`config.mk`:
```
export PLATFORM = sky130hd
export DESIGN_NAME = cache_way_read_pipe
export DESIGN_NICKNAME = d
export VERILOG_FILES = /design/src/rtl/cache_way_read_pipe.sv
export SDC_FILE = /design/constraint.sdc
export NUM_CORES = 1
export LEC_CHECK = 0
export CAP_MARGIN = 10
export CORE_AREA = 4 4 121 123
export CTS_CLUSTER_SIZE = 24
export DETAILED_ROUTE_END_ITERATION = 10
export DIE_AREA = 0 0 125 127
export PLACE_DENSITY = 0.79
export SETUP_SLACK_MARGIN = 0.2
export SKIP_CTS_REPAIR_TIMING = 1
export SLEW_MARGIN = 20
export SYNTH_ARGS = -nofsm -noshare
export SYNTH_HDL_FRONTEND = slang
export SYNTH_SLANG_ARGS = --single-unit
```
`constraint.sdc`:
```
create_clock -name i_clk -period 4.5 [get_ports i_clk]
set_input_delay 0.9 -clock i_clk [delete_from_list [all_inputs] [get_ports i_clk]]
set_output_delay 0.9 -clock i_clk [all_outputs]
set_load 0.01 [all_outputs]
```
`src/rtl/cache_way_read_pipe.sv`:
```
// Registered way-select stage for the set-associative cache read path.
// Picks one way's line/word/tag/dirty and flags zero-hit and multi-hit selects.
module cache_way_read_pipe #(
    parameter int WAYS            = 4,
    parameter int LINE_SIZE_BYTES = 4,
    parameter int WORD_BYTES      = 4,
    parameter int LRU_BITS        = 1,
    parameter int VALID_BITS      = 1,
    parameter int DIRTY_BITS      = 1,
    parameter int TAG_BITS        = 18,
    parameter int ERR_CNT_BITS    = 8,
    localparam int DATA_W  = LINE_SIZE_BYTES * 8,
    localparam int WORD_W  = WORD_BYTES * 8,
    localparam int ENTRY_W = VALID_BITS + LRU_BITS + DIRTY_BITS
                           + TAG_BITS + DATA_W,
    localparam int WORDS   = LINE_SIZE_BYTES / WORD_BYTES,
    localparam int WSEL_W  = (WORDS > 1) ? $clog2(WORDS) : 1
) (
    input  logic                      i_clk,
    input  logic                      i_rst,
    input  logic                      i_valid,
    output logic                      o_ready,
    input  logic [WAYS*ENTRY_W-1:0]   i_data,
    input  logic [WAYS-1:0]           i_sel,
    input  logic [WSEL_W-1:0]         i_word_sel,
    output logic                      o_valid,
    input  logic                      i_ready,
    output logic [DATA_W-1:0]         o_line,
    output logic [WORD_W-1:0]         o_word,
    output logic [TAG_BITS-1:0]       o_tag,
    output logic [DIRTY_BITS-1:0]     o_dirty,
    output logic [WAYS-1:0]           o_way,
    output logic                      o_hit,
    output logic                      o_multi_hit,
    output logic [ERR_CNT_BITS-1:0]   o_err_count
);

    localparam int TAG_LO   = DATA_W;
    localparam int DIRTY_LO = TAG_LO + TAG_BITS;
    localparam int LRU_LO   = DIRTY_LO + DIRTY_BITS;
    localparam int VALID_LO = LRU_LO + LRU_BITS;

    logic                    valid_q, valid_d;
    logic [DATA_W-1:0]       line_q, line_d;
    logic [WORD_W-1:0]       word_q, word_d;
    logic [TAG_BITS-1:0]     tag_q, tag_d;
    logic [DIRTY_BITS-1:0]   dirty_q, dirty_d;
    logic [WAYS-1:0]         way_q;
    logic                    hit_q, hit_d;
    logic                    multi_q, multi_d;
    logic [ERR_CNT_BITS-1:0] err_q, err_d;

    logic [ENTRY_W-1:0]      sel_entry;
    logic                    one_hot;
    logic                    accept;
    logic                    unused_fields;

    assign o_ready = !valid_q || i_ready;
    assign accept  = i_valid && o_ready;

    // LRU and upper valid bits are carried in the entry but not needed here.
    assign unused_fields = ^sel_entry[ENTRY_W-1:LRU_LO];

    // Decode the select vector; a non-one-hot select returns zeroed fields.
    always_comb begin
        sel_entry = '0;
        for (int w = 0; w < WAYS; w++) begin
            if (i_sel[w]) begin
                sel_entry = sel_entry | i_data[w*ENTRY_W +: ENTRY_W];
            end
        end
        multi_d = (i_sel & (i_sel - WAYS'(1))) != '0;
        one_hot = (i_sel != '0) && !multi_d;
        line_d  = one_hot ? sel_entry[DATA_W-1:0] : '0;
        tag_d   = one_hot ? sel_entry[TAG_LO +: TAG_BITS] : '0;
        dirty_d = one_hot ? sel_entry[DIRTY_LO +: DIRTY_BITS] : '0;
        hit_d   = one_hot && sel_entry[VALID_LO];
    end

    // Pick the requested word; an out-of-range index yields zero.
    always_comb begin
        word_d = '0;
        for (int k = 0; k < WORDS; k++) begin
            if (i_word_sel == WSEL_W'(k)) begin
                word_d = line_d[k*WORD_W +: WORD_W];
            end
        end
    end

    // Response valid and saturating multi-hit counter next-state.
    always_comb begin
        valid_d = valid_q;
        if (accept) begin
            valid_d = 1'b1;
        end else if (i_ready) begin
            valid_d = 1'b0;
        end
        err_d = err_q;
        if (accept && multi_d && (err_q != '1)) begin
            err_d = err_q + ERR_CNT_BITS'(1);
        end
    end

    // Output registers load only on accept; reset discards any response.
    always_ff @(posedge i_clk) begin
        if (i_rst) begin
            valid_q <= 1'b0;
            line_q  <= '0;
            word_q  <= '0;
            tag_q   <= '0;
            dirty_q <= '0;
            way_q   <= '0;
            hit_q   <= 1'b0;
            multi_q <= 1'b0;
            err_q   <= '0;
        end else begin
            valid_q <= valid_d;
            err_q   <= err_d;
            if (accept) begin
                line_q  <= line_d;
                word_q  <= word_d;
                tag_q   <= tag_d;
                dirty_q <= dirty_d;
                way_q   <= i_sel;
                hit_q   <= hit_d;
                multi_q <= multi_d;
            end
        end
    end

    assign o_valid     = valid_q;
    assign o_line      = line_q;
    assign o_word      = word_q;
    assign o_tag       = tag_q;
    assign o_dirty     = dirty_q;
    assign o_way       = way_q;
    assign o_hit       = hit_q;
    assign o_multi_hit = multi_q;
    assign o_err_count = err_q;

endmodule
```
# ---- Yosys cells after proc, flatten, opt, wreduce, memory -nomap -nowiden
# Index checks and enable logic that the tools add are counted.
dict set report totals {
  ff_bits 98
  out_inout_bits 99
  wordCells 37
}
dict set report op_classes {
  addsub 2
  eq_ne 1
  muxes 10
  n_bitwise 4
  n_reduce_logical 11
}
# op count
set op_table {}
lappend op_table {{53-bit two-way mux} 4}
lappend op_table {{53-bit OR} 3}
lappend op_table {{32-bit two-way mux} 2}
lappend op_table {{18-bit two-way mux} 1}
lappend op_table {{8-bit by 1-bit adder with 8-bit output, second input constant} 1}
lappend op_table {{8-bit inequality test, second input constant} 1}
lappend op_table {{4-bit nonzero test} 2}
lappend op_table {{1-bit logical AND} 5}
lappend op_table {{4-bit bitwise AND} 1}
lappend op_table {{4-bit by 1-bit subtractor with 4-bit output, second input constant} 1}
lappend op_table {{1-bit two-way mux} 3}
lappend op_table {{1-bit zero test} 2}
lappend op_table {{2-bit nonzero test} 1}
lappend op_table {{1-bit logical OR} 1}

# ---- Depth between registers and ports, before layout
dict set report depth {
  word_depth 9
  mapped_depth 6
  depth_no_buf 5
}

# ---- Worst setup path before layout
# No wires, ideal clock.
dict set report synth_timing {
  path_kind {input-to-reg}
  start {input i_ready}
  end {register tag_q[10], in the netlist o_tag[10]}
  setup_time_ns 0.070
  arrival_time_ns 2.089
  required_ns 4.430
  setup_slack_ns 2.340
  stages 6
  n_path_buf 2
  cell_sequence {nand2b_1 and2_1 clkbuf_1 clkbuf_1 nand4_1 a21oi_1}
}
dict set report synth_between {
  elab_chain_len 2
}
# element line
set synth_lines {}
lappend synth_lines {{start, declared} 27} ;# input logic i_ready,
lappend synth_lines {{1-bit logical OR} 58} ;# assign o_ready = !valid_q || i_ready;
lappend synth_lines {{1-bit logical AND} 59} ;# assign accept = i_valid && o_ready;
lappend synth_lines {{end signal, assigned} 122} ;# tag_q <= tag_d;
lappend synth_lines {{end, declared} 46} ;# logic [TAG_BITS-1:0] tag_q, tag_d;
# No other way between the ends.
# A chain may end at the register's enable or synchronous reset.

# ---- Worst setup path in the final report
dict set report layout_timing {
  start {input i_ready}
  end {output o_ready}
}
dict set report layout_between {
  elab_chain_len 1
}
# element line
set layout_lines {}
lappend layout_lines {{1-bit logical OR} 58}
lappend layout_lines {{end, declared} 22} ;# output logic o_ready,
# No other way between the ends.

==> results.md <==
- Post-synthesis sequential area ratio: 0.421
- I/O pin total: 320
- Crit. End Element: output pin
- Status: completed
- Sink Count: 98
- Crit path time final: 3.14 ns
- Clock skew: between 0.007 and 0.008 ns
- Grt total ovfl: 0
- Initial core utilization: 0.341
- Die height: between 100 and 150 um
- WL/cell: 19.6 um
- Final net count: 1069
- Synth Register Bits: slightly below 100
- Final setup violation count: 0
- First-pass GRT wire length: 30.0 mm
- Final worst slack: between 1 and 1.5 ns
- Top cells by area, synth: dfxtp_1, a22oi_1, nand2_1
- Number of CTS-inserted buffers: 9
- CP Launch Type: primary input
- Max IR drop VDD: 0.252 mV
- R2r startpoint: o_valid
- Setup crit start: i_ready
- CTS max path bufs: 2
- Vias per std cell: roughly 5.5
- Clock root cell: clkbuf_16
- Routability-driven placement congestion ratio: between 0.8 and 0.9
- Post-Syn Area: 4660 um^2
- Yosys warns: 0
- R2R cell count: 5
- Req. time, crit path: 3.60 ns
- RR Endpoint: o_word[30]
- CP max stage cell: clkdlybuf4s50_1
- Fmax: 318 MHz
- Synth top cells by count: nand2_1, a22oi_1, dfxtp_1
- Initial antenna violation count: 0
- Area grow syn2layout: 74.9%
- CP arrival: 2.24 ns
- Final worst-path cycle share: 0.698
- Post-synth top area share: 0.421
- Relative slew slack: 0.569
- Syn avg cell area: 8.16 um^2
- Setup CP Type: in -> out
- Most common cell in the netlist: nand2_1
- Syn Inst Count: between 500 and 600
- Worst Max-Slew Pin Slew: 0.647 ns
- Fill count: 1279
- Drc violations: 0
- Via count: 5659
- First-pass iteration count of the detailed router: 5
- DRT Wirelength: 20.3 mm
- Post-route ant nets: 0
- Post-synth top area cell: dfxtp_1
- Final Hold Vio Count: 0
- Dpl ws: 1.37 ns
- H-tree Lvls: 3
- DIE WIDTH: 125 um
- Leakage power: 2.97 nW
- CP dominant cell by count: clkdlybuf4s50_1
- Setup_tns: 0 ns
- Share of layout cells above drive strength 1: 0.0434
- Detailed Place HPWL: between 10 and 15 mm
- Slowest Stage Delay on Critical Path: 0.61 ns
- GR Util All Layers: 0.240
- Row count: 43
- Primary FF master, synth: dfxtp_1
- First DRT Iteration DRCs: ~440
- Worst-path clk slew: 0.07 ns
- Crit Path Max Fanout: 5
- Number of synthesized flops with an enable pin: 0
- Worst skew pair latency: about 0.35 ns
- Async SR Flop Fraction: 0
- RSZ-0062 raised after global routing: no
- Pwr dens: 278 nW/um^2
- Crit path to: o_ready
- Core Area: 13700 um^2
- Worst Hold Class: reg -> reg
- CTS tree: done
- Synth cell types: 32
- Max-cap viol count: 0
- CP Cell Sequence: clkdlybuf4s50_1 -> nand2b_1 -> clkdlybuf4s50_1
- IO buf count: 315
- Mapped Nets: 793
- Vias in the first global route: around 5400
- Setup slack, reg-to-reg: ~2.3 ns
- Largest net degree at the start of global routing: slightly below 60
- Number of diodes: 0
- Final Max Tran Viols: 0
- Die area: 15900 um^2
stage by stage:
stage	utilization	instances	power [mW]	hold slack, ns	area, um^2
final	0.597	1032	2.26	0.455	8150
after global routing	0.597	1032	2.36	0.476	8150
after CTS	0.596	1032	2.28	0.456	8150
after detailed placement	0.574	1016	1.49	0.447	7850
after global placement	0.574	1016	1.49	0.440	7850
after floorplan	-	571	1.16	0.481	4660
report_power, final:
| group | total, mW | leakage, nW | internal [mW] | switching [mW] |
|---|---|---|---|---|
| registers | 0.926 | 0.798 | 0.905 | 0.0211 |
| logic | 0.551 | 2.02 | 0.304 | 0.247 |
| clock network | 0.786 | 0.148 | 0.437 | 0.350 |
| total | 2.26 | 2.97 | 1.65 | 0.618 |
kinds of logic after synthesis:
logic type / Yosys count / synth area share
compound gates: 212 / 0.316
simple gates: 191 / 0.192
flops: 98 / 0.421
buf+inv: 66 / 0.0620
mux: 2 / 0.00430
xor+xnor: 1 / 0.00188
fa+ha+maj: 1 / 0.00268
cells in the final DEF (no fill, tap or decap), types with 2 or more instances in the layout:
cell	Yosys	routed
clkdlybuf4s50_1	0	310
nand2_1	119	118
a22oi_1	104	104
dfxtp_1	98	98
a21oi_1	63	63
nand4_1	53	53
a22o_1	32	32
buf_4	1	11
clkbuf_16	0	9
inv_1	5	5
buf_2	12	5
nand3_1	4	4
nor2_1	4	3
o21ai_0	3	3
o31ai_1	4	3
or4_1	3	3
a211o_1	2	2
mux2i_1	2	2
or3_1	2	2
inv_6	0	2
clkinv_2	0	2
per-layer routing:
metal / track usage / share of wire
met5: 0 / 0
met4: 0.0842 / 0.028
met3: 0.0744 / 0.076
met2: 0.392 / 0.48
met1: 0.300 / 0.41
area by class of cell:
class,instances,area [um^2],area share
timing repair buffer,326,3210,0.394
multi-input combinational,407,2430,0.299
clock inverter,7,76.3,0.00936
clock buffer,9,225,0.0276
inverter,5,18.8,0.00230
tap,180,225,0.0276
sequential,98,1960,0.241
worst max-delay path, delay by kind of cell:
| kind | cells | cell delay (ns) |
|---|---|---|
| buffers and inverters | 2 | 1.06 |
| and+or+nand+nor | 1 | 0.28 |
how the worst min path moves through the flow:
| stage | end | start | cells past startpoint |
|---|---|---|---|
| global placement | o_line[5] | o_line[5] | 2 |
| CTS | o_tag[12] | o_tag[12] | 2 |
| detailed placement | o_tag[12] | o_tag[12] | 2 |
| floorplan | o_dirty | o_dirty | 2 |
| finish | o_line[27] | o_line[27] | 2 |
| global route | o_way[3] | o_way[3] | 2 |
sequential cells by signal, indices dropped and copies added, names as in the netlist:
name,count
o_multi_hit,1
o_dirty,1
o_word,32
o_hit,1
o_valid,1
o_tag,18
o_line,32
o_way,4
o_err_count,8
No activity file was read; power rests on OpenSTA's default activity.
